--- src/rtl/dual_src_pipe_merge.sv ---
// Two valid/ready sources merged round-robin into a DEPTH-stage elastic pipeline.
// Each delivered word carries a tag naming the source it came from.
module dual_src_pipe_merge #(
    parameter int WIDTH = 8,
    parameter int DEPTH = 4
) (
    input  logic             clk,
    input  logic             reset,
    input  logic [WIDTH-1:0] in1_data,
    input  logic             in1_valid,
    output logic             in1_ready,
    input  logic [WIDTH-1:0] in2_data,
    input  logic             in2_valid,
    output logic             in2_ready,
    output logic [WIDTH-1:0] out_data,
    output logic             out_src,
    output logic             out_valid,
    input  logic             out_ready,
    output logic [4:0]       occupancy
);

    logic [DEPTH-1:0] r_valid;
    logic [WIDTH-1:0] r_data [DEPTH];
    logic [DEPTH-1:0] r_src;
    logic             r_lastGrant2;
    logic [4:0]       r_occupancy;

    logic [DEPTH-1:0] w_stageReady;
    logic             w_grant2;
    logic             w_accept;
    logic             w_outFire;
    logic [WIDTH-1:0] w_acceptData;

    // A stage can load when it is empty or everything downstream of it can move.
    always_comb begin : readyChain
        logic w_chain;
        w_stageReady = '0;
        w_chain      = out_ready;
        for (int i = DEPTH - 1; i >= 0; i--) begin
            w_chain         = w_chain || !r_valid[i];
            w_stageReady[i] = w_chain;
        end
    end

    always_comb begin
        w_grant2     = in2_valid && (!in1_valid || !r_lastGrant2);
        in1_ready    = !reset && w_stageReady[0] && !w_grant2;
        in2_ready    = !reset && w_stageReady[0] && w_grant2;
        w_accept     = (in1_valid && in1_ready) || (in2_valid && in2_ready);
        w_acceptData = w_grant2 ? in2_data : in1_data;
        w_outFire    = r_valid[DEPTH-1] && out_ready;
    end

    always_ff @(posedge clk) begin
        if (reset) begin
            r_valid      <= '0;
            r_src        <= '0;
            r_lastGrant2 <= 1'b1;
            r_occupancy  <= '0;
            for (int i = 0; i < DEPTH; i++) begin
                r_data[i] <= '0;
            end
        end else begin
            for (int i = DEPTH - 1; i >= 1; i--) begin
                if (w_stageReady[i]) begin
                    r_valid[i] <= r_valid[i-1];
                    if (r_valid[i-1]) begin
                        r_data[i] <= r_data[i-1];
                        r_src[i]  <= r_src[i-1];
                    end
                end
            end
            if (w_stageReady[0]) begin
                r_valid[0] <= w_accept;
                if (w_accept) begin
                    r_data[0] <= w_acceptData;
                    r_src[0]  <= w_grant2;
                end
            end
            if (w_accept) begin
                r_lastGrant2 <= w_grant2;
            end
            case ({w_accept, w_outFire})
                2'b10:   r_occupancy <= r_occupancy + 5'd1;
                2'b01:   r_occupancy <= r_occupancy - 5'd1;
                default: r_occupancy <= r_occupancy;
            endcase
        end
    end

    assign out_data  = r_data[DEPTH-1];
    assign out_src   = r_src[DEPTH-1];
    assign out_valid = r_valid[DEPTH-1];
    assign occupancy = r_occupancy;

endmodule

--- config.mk ---
export PLATFORM = sky130hd
export DESIGN_NAME = dual_src_pipe_merge
export DESIGN_NICKNAME = d
export VERILOG_FILES = /design/src/rtl/dual_src_pipe_merge.sv
export SDC_FILE = /design/constraint.sdc
export NUM_CORES = 1
export LEC_CHECK = 0
export CORE_MARGIN = 2
export CORE_UTILIZATION = 49
export CTS_BUF_LIST = sky130_fd_sc_hd__clkbuf_16
export CTS_CLUSTER_SIZE = 24
export DETAILED_ROUTE_END_ITERATION = 10
export MAX_ROUTING_LAYER = met4
export PLACE_DENSITY = 0.76
export SYNTH_ARGS = -nofsm -noshare
export SYNTH_HDL_FRONTEND = slang
export SYNTH_SLANG_ARGS = --single-unit
--- constraint.sdc ---
create_clock -name clk -period 7.4 [get_ports clk]
set_clock_uncertainty 0.15 [all_clocks]
set_input_delay 1.11 -clock clk [delete_from_list [all_inputs] [get_ports clk]]
set_output_delay 1.11 -clock clk [all_outputs]
set_load 0.02 [all_outputs]
Yosys cells after proc, flatten, opt, wreduce, memory -nomap -nowiden --
Memories as Yosys holds them, arrays and structs flattened. Cells that the tools add are included.
Cells by class: add/sub/neg operators 2, equal/unequal tests 2, mux-type cells 24, bitwise logic cells 4, reduce and logical (&&, ||, !) cells 26
Operators with widths (number):
- 8-bit two-way mux | 5
- 1-bit two-way mux | 18
- 5-bit case mux with 2 select lines | 1
- 1-bit logical NOT | 8
- 2-bit AND reduction | 4
- 1-bit logical AND | 7
- 1-bit logical OR | 6
- 5-bit by 1-bit adder with 5-bit output (second input constant) | 1
- 5-bit by 1-bit subtractor with 5-bit output (second input constant) | 1
- 1-bit OR | 4
- 2-bit by 1-bit == test with 1-bit output (second input constant) | 1
- 2-bit == test (second input constant) | 1
- 2-bit nonzero test | 1
Word-level totals: register bits 14, bits in writable memories 32, input port bits 21, output and inout bits 17, word-level logic and storage cells 69, memories kept 1
Memories:
- r_data | words 4, bits a word 8, read ports 4, clocked after memory_dff 0, write ports 4, RTL line 23 | logic [WIDTH-1:0] r_data [DEPTH];

Longest topological paths before layout --
depth after elaboration 14, depth in mapped cells 12, mapped depth without buffers 10

Worst setup path before layout --
No wires, ideal clock.
path kind input-to-reg, from input out_ready, to register r_occupancy[4] (netlist: occupancy[4]), setup time 0.123 ns, data arrival time 3.347 ns, required time 7.127 ns, path slack 3.779 ns, stages 12, path buffers 2, cells stage by stage and4b_1 -> a21oi_1 -> o21ai_0 -> buf_2 -> ha_1 -> buf_4 -> xor2_1 -> ha_1 -> o211ai_1 -> nand2_1 -> a311oi_1 -> mux2_1
Between the ends: longest elaborated chain between the ends 10, elaborated cells between the ends (all ways) 15, classes of those cells eq/ne (2); mux (1); reduce/logical (12)
Ends and longest elaborated chain:
- start: declaration | RTL line 18 | input logic out_ready,
- 1-bit logical OR (4 in series) | RTL line 40 | w_chain = w_chain || !r_valid[i];
- 1-bit logical AND | RTL line 47, 48
- 1-bit logical AND, on equally long branches | RTL line 47, 48
- 1-bit logical AND | RTL line 49 | w_accept = (in1_valid && in1_ready) || (in2_valid && in2_ready);
- 1-bit logical OR | RTL line 49
- 2-bit by 1-bit == test with 1-bit output / 2-bit == test (equally long branches) | RTL line 83 | case ({w_accept, w_outFire})
- 5-bit case mux with 2 select lines / 2-bit nonzero test (equally long branches)
- end signal: assignment | RTL line 84 | 2'b10: r_occupancy <= r_occupancy + 5'd1;
- end signal: assignment | RTL line 85 | 2'b01: r_occupancy <= r_occupancy - 5'd1;
- end signal: assignment | RTL line 86 | default: r_occupancy <= r_occupancy;
- end: declaration | RTL line 26 | logic [4:0] r_occupancy;
Parallel ways exist; a longest one is shown, timed or not. A chain may end at the register's enable or synchronous reset.

Worst setup path after layout --
from input reset, to register r_occupancy[4] (netlist: occupancy[4])
Between the ends: longest elaborated chain between the ends 7, elaborated cells between the ends (all ways) 11, classes of those cells eq/ne (2); mux (1); reduce/logical (8)
Ends and longest elaborated chain:
- start: declaration | RTL line 8 | input logic reset,
- 1-bit logical NOT | RTL line 47, 48
- 1-bit logical AND | RTL line 47, 48
- 1-bit logical AND, on equally long branches | RTL line 47, 48
- 1-bit logical AND | RTL line 49
- 1-bit logical OR | RTL line 49
- 2-bit by 1-bit == test with 1-bit output / 2-bit == test (equally long branches) | RTL line 83
- 5-bit case mux with 2 select lines / 2-bit nonzero test (equally long branches)
Parallel ways exist; a longest one is shown, timed or not.

==> run_results.csv <==
group,metric,value,unit
status,status,"complete, no violations",
final_layout,drive_gt1_frac,0.0553,
sta,setup-tns-final,0,ns
global_route,grt_max_degree,24,
cts,clkSlewWorstSetupHoldPaths,0.06,ns
sta,maxSlewHeadroom,0.208,
pwr,leakagePower,1.03,nW
logic_synthesis,async_reset_ff_frac,0,
logic_synthesis,synth_area,2060,um^2
setup_path,crit_required,7.42,ns
floorplanning,core_area,4030,um^2
pwr,power_density,220,nW/um^2
place,gp_congestion,0.841,
sta,finalCritPeriodShare,0.613,
setup_path,start_kind,"primary input",
routing,wire_per_inst,12.2,um
routing,dr_total_vias,1395,
routing,wl,3.25,mm
sta,rsz0062_at_grt,"false",
place,io_buffers,37,
place,dp_slack,2.56,ns
cts,cts-buffers-inserted,5,
sta,clock.fmax,220,MHz
setup_path,worstPathMaxFanout,23,
global_route,grt_pass1_wl,5.31,mm
global_route,grt.total_usage,0.156,
logic_synthesis,avgSynthCellArea,11.4,um^2
sta,worstMarginPinSlew,1.18,ns
floorplanning,die_w,68.8,um
logic_synthesis,synth-seq-cells,46,
sta,setup_violations,0,
cts,cts_hold_repair.buffers,0,
cts,clk_latency,0.28,ns
setup_path,rr_startpoint,"r_valid[3]$_SDFFE_PP0P_",
cts,cts.htree.levels,2,
place,dpl.hpwl,2.36,mm
logic_synthesis,ys_seq_area_frac,0.604,
routing,first_iter_violations,62,
floorplanning,ios,38,
hold_path,hold_class,"reg -> reg",
logic_synthesis,synth-edff-count,32,
sta,slew_violations,0,
routing,drc,0,
global_route,grt_overflow,0,
floorplanning,die_area,4730,um^2
routing,vias_per_cell,5.22,
sta,min_period,4.54,ns
hold_path,hp-start,"r_src[1]$_SDFFE_PP0P_",
sta,fin_ws,2.86,ns
logic_synthesis,synth_nets,204,
logic_synthesis,synthXorXnorAreaFrac,0.0128,
floorplanning,start_util,0.510,
floorplanning,fp.dieH,68.8,um
global_route,first_global_vias,1307,
logic_synthesis,synth_top_family_by_area,"simple AND/OR/NAND/NOR gates",
logic_synthesis,ys.flop_type,"edfxtp_1",
setup_path,r2r_end,"occupancy[4]$_SDFFE_PP0P_",
cts,clk_path_buf_depth,2,
logic_synthesis,synth.distinct_cells,42,
setup_path,r2r_cells,10,
cts,cts_tree,"yes",
pwr,irDropWorstVdd,0.104,mV
sta,hold-worst-slack,0.329,ns
setup_path,endpoint_kind,"flip-flop",
setup_path,path_class,"in -> reg",
sta,final_hold_viol_count,0,
hold_path,hold_end,"r_src[2]$_SDFFE_PP0P_",
cts,cts-root-buf,"clkbuf_16",
setup_path,reg2reg_slack,3.98,ns
global_route,antenna_found_initial,0,
logic_synthesis,muxShareOfSynthArea,0.0152,
logic_synthesis,synthSimpleGateAreaFrac,0.210,
logic_synthesis,synth_compound_area_frac,0.107,
flow_run,max_cap_viol_count,0,
cts,cts_sinks,46,
logic_synthesis,ys_warn_count,0,
final_layout,area_growth,25.6,%
hold_path,min_path_cells,1,
logic_synthesis,syn_inst,180,
cts,post_cts_buffers,0,
setup_path,cp.arrival,4.55,ns
logic_synthesis,synthAdderAreaFrac,0.0183,
routing,detail_route.first_pass.iterations,4,
final_layout,antenna_cells,0,
final_layout,fin_nets,240,
routing,ant_nets,0,
floorplanning,fp-row-count,23,
cts,cts_resized,0,
[placed cells by master (no fill, tap or decap), types with 2 or more instances in the layout]
cell	n
a21oi_1	14
a22o_1	2
and2_1	30
clkbuf_16	5
clkdlybuf4s50_1	37
dfxtp_1	14
edfxtp_1	32
ha_1	3
inv_1	6
mux2i_1	2
nand2_1	24
nand2b_1	2
nor2_1	11
nor4_1	2
o211ai_1	3
o21ai_0	3
xor2_1	3
[power by group]
group          switching (mW)  internal, mW  total [mW]
Sequential            0.00756         0.292       0.300
Combinational          0.0303        0.0283      0.0586
Clock                  0.0857         0.124       0.209
Total                   0.124         0.444       0.568
[per-stage QoR]
| stage | std cells | power [mW] | util | cell area [um^2] |
|---|---|---|---|---|
| after floorplan | 180 | 0.338 | - | 2060 |
| final | 267 | 0.568 | 0.641 | 2580 |
| after global placement | 259 | 0.362 | 0.605 | 2440 |
| after global routing | 267 | 0.588 | 0.641 | 2580 |
| after CTS | 267 | 0.571 | 0.641 | 2580 |
| after detailed placement | 259 | 0.364 | 0.605 | 2440 |
[logic make-up after synthesis]
family	Yosys count
AND/OR/NAND/NOR	80
flip-flops	46
AO/OA/AOI/OAI	32
buffers and inverters	13
XOR/XNOR	3
multiplexers	3
adder cells (fa/ha/maj)	3
[critical path: stages]
cell	delay [ns]
clkdlybuf4s50_1	0.95
a21oi_1	0.13
o21ai_0	0.48
ha_1	0.55
xor2_1	0.20
ha_1	0.27
and2_1	0.17
a221oi_2	0.06
a311oi_1	0.29
mux2_1	0.34
[cells in the mapped netlist (2+ instances only)]
master    instances  area share
xor2_1            3       0.013
o211ai_1          3       0.011
mux2i_1           2      0.0097
edfxtp_1         32        0.47
nand2b_1          2      0.0061
a22o_1            2      0.0085
buf_2             3      0.0073
dfxtp_1          14        0.14
inv_1             5      0.0091
a21oi_1          14       0.034
and2_1           30       0.091
nand2_1          24       0.044
ha_1              3       0.018
o21ai_0           3      0.0073
nor2_1           11       0.020
nor4_1            2      0.0061
buf_4             2      0.0073
[sequential cells by signal (all words and copies together), names as in the netlist]
signal        flops
occupancy         5
r_data           32
r_src             4
r_valid           4
r_lastGrant2      1
[worst max-delay path by stage]
stage,startpoint,endpoint,slack (ns),cells past startpoint
final,reset,occupancy[4]$_SDFFE_PP0P_,2.86,10
after global placement,reset,occupancy[4]$_SDFFE_PP0P_,2.73,10
after floorplan,out_ready,occupancy[4]$_SDFFE_PP0P_,3.78,12
after detailed placement,reset,occupancy[4]$_SDFFE_PP0P_,2.56,10
after global routing,reset,occupancy[4]$_SDFFE_PP0P_,2.54,10
after CTS,reset,occupancy[4]$_SDFFE_PP0P_,2.84,10
[metal layers]
layer | share of wire | vias up | GRT usage
met3 | 0.053 | 9 | 0.0390
li1 | - | 710 | -
met5 | 0 | - | -
met1 | 0.44 | 630 | 0.163
met4 | 0.019 | 0 | 0.0711
met2 | 0.49 | 46 | 0.276
[area by class of cell]
type                    count  area [um^2]
well taps                  50         62.6
repair buffers             37          370
clock inverters             3         17.5
flip-flops and latches     46         1240
fillers                   307         1450
multi-input cells         121          746
inverters                   5         18.8
clock buffers               5          125
No activity file was read; power rests on OpenSTA's default activity.
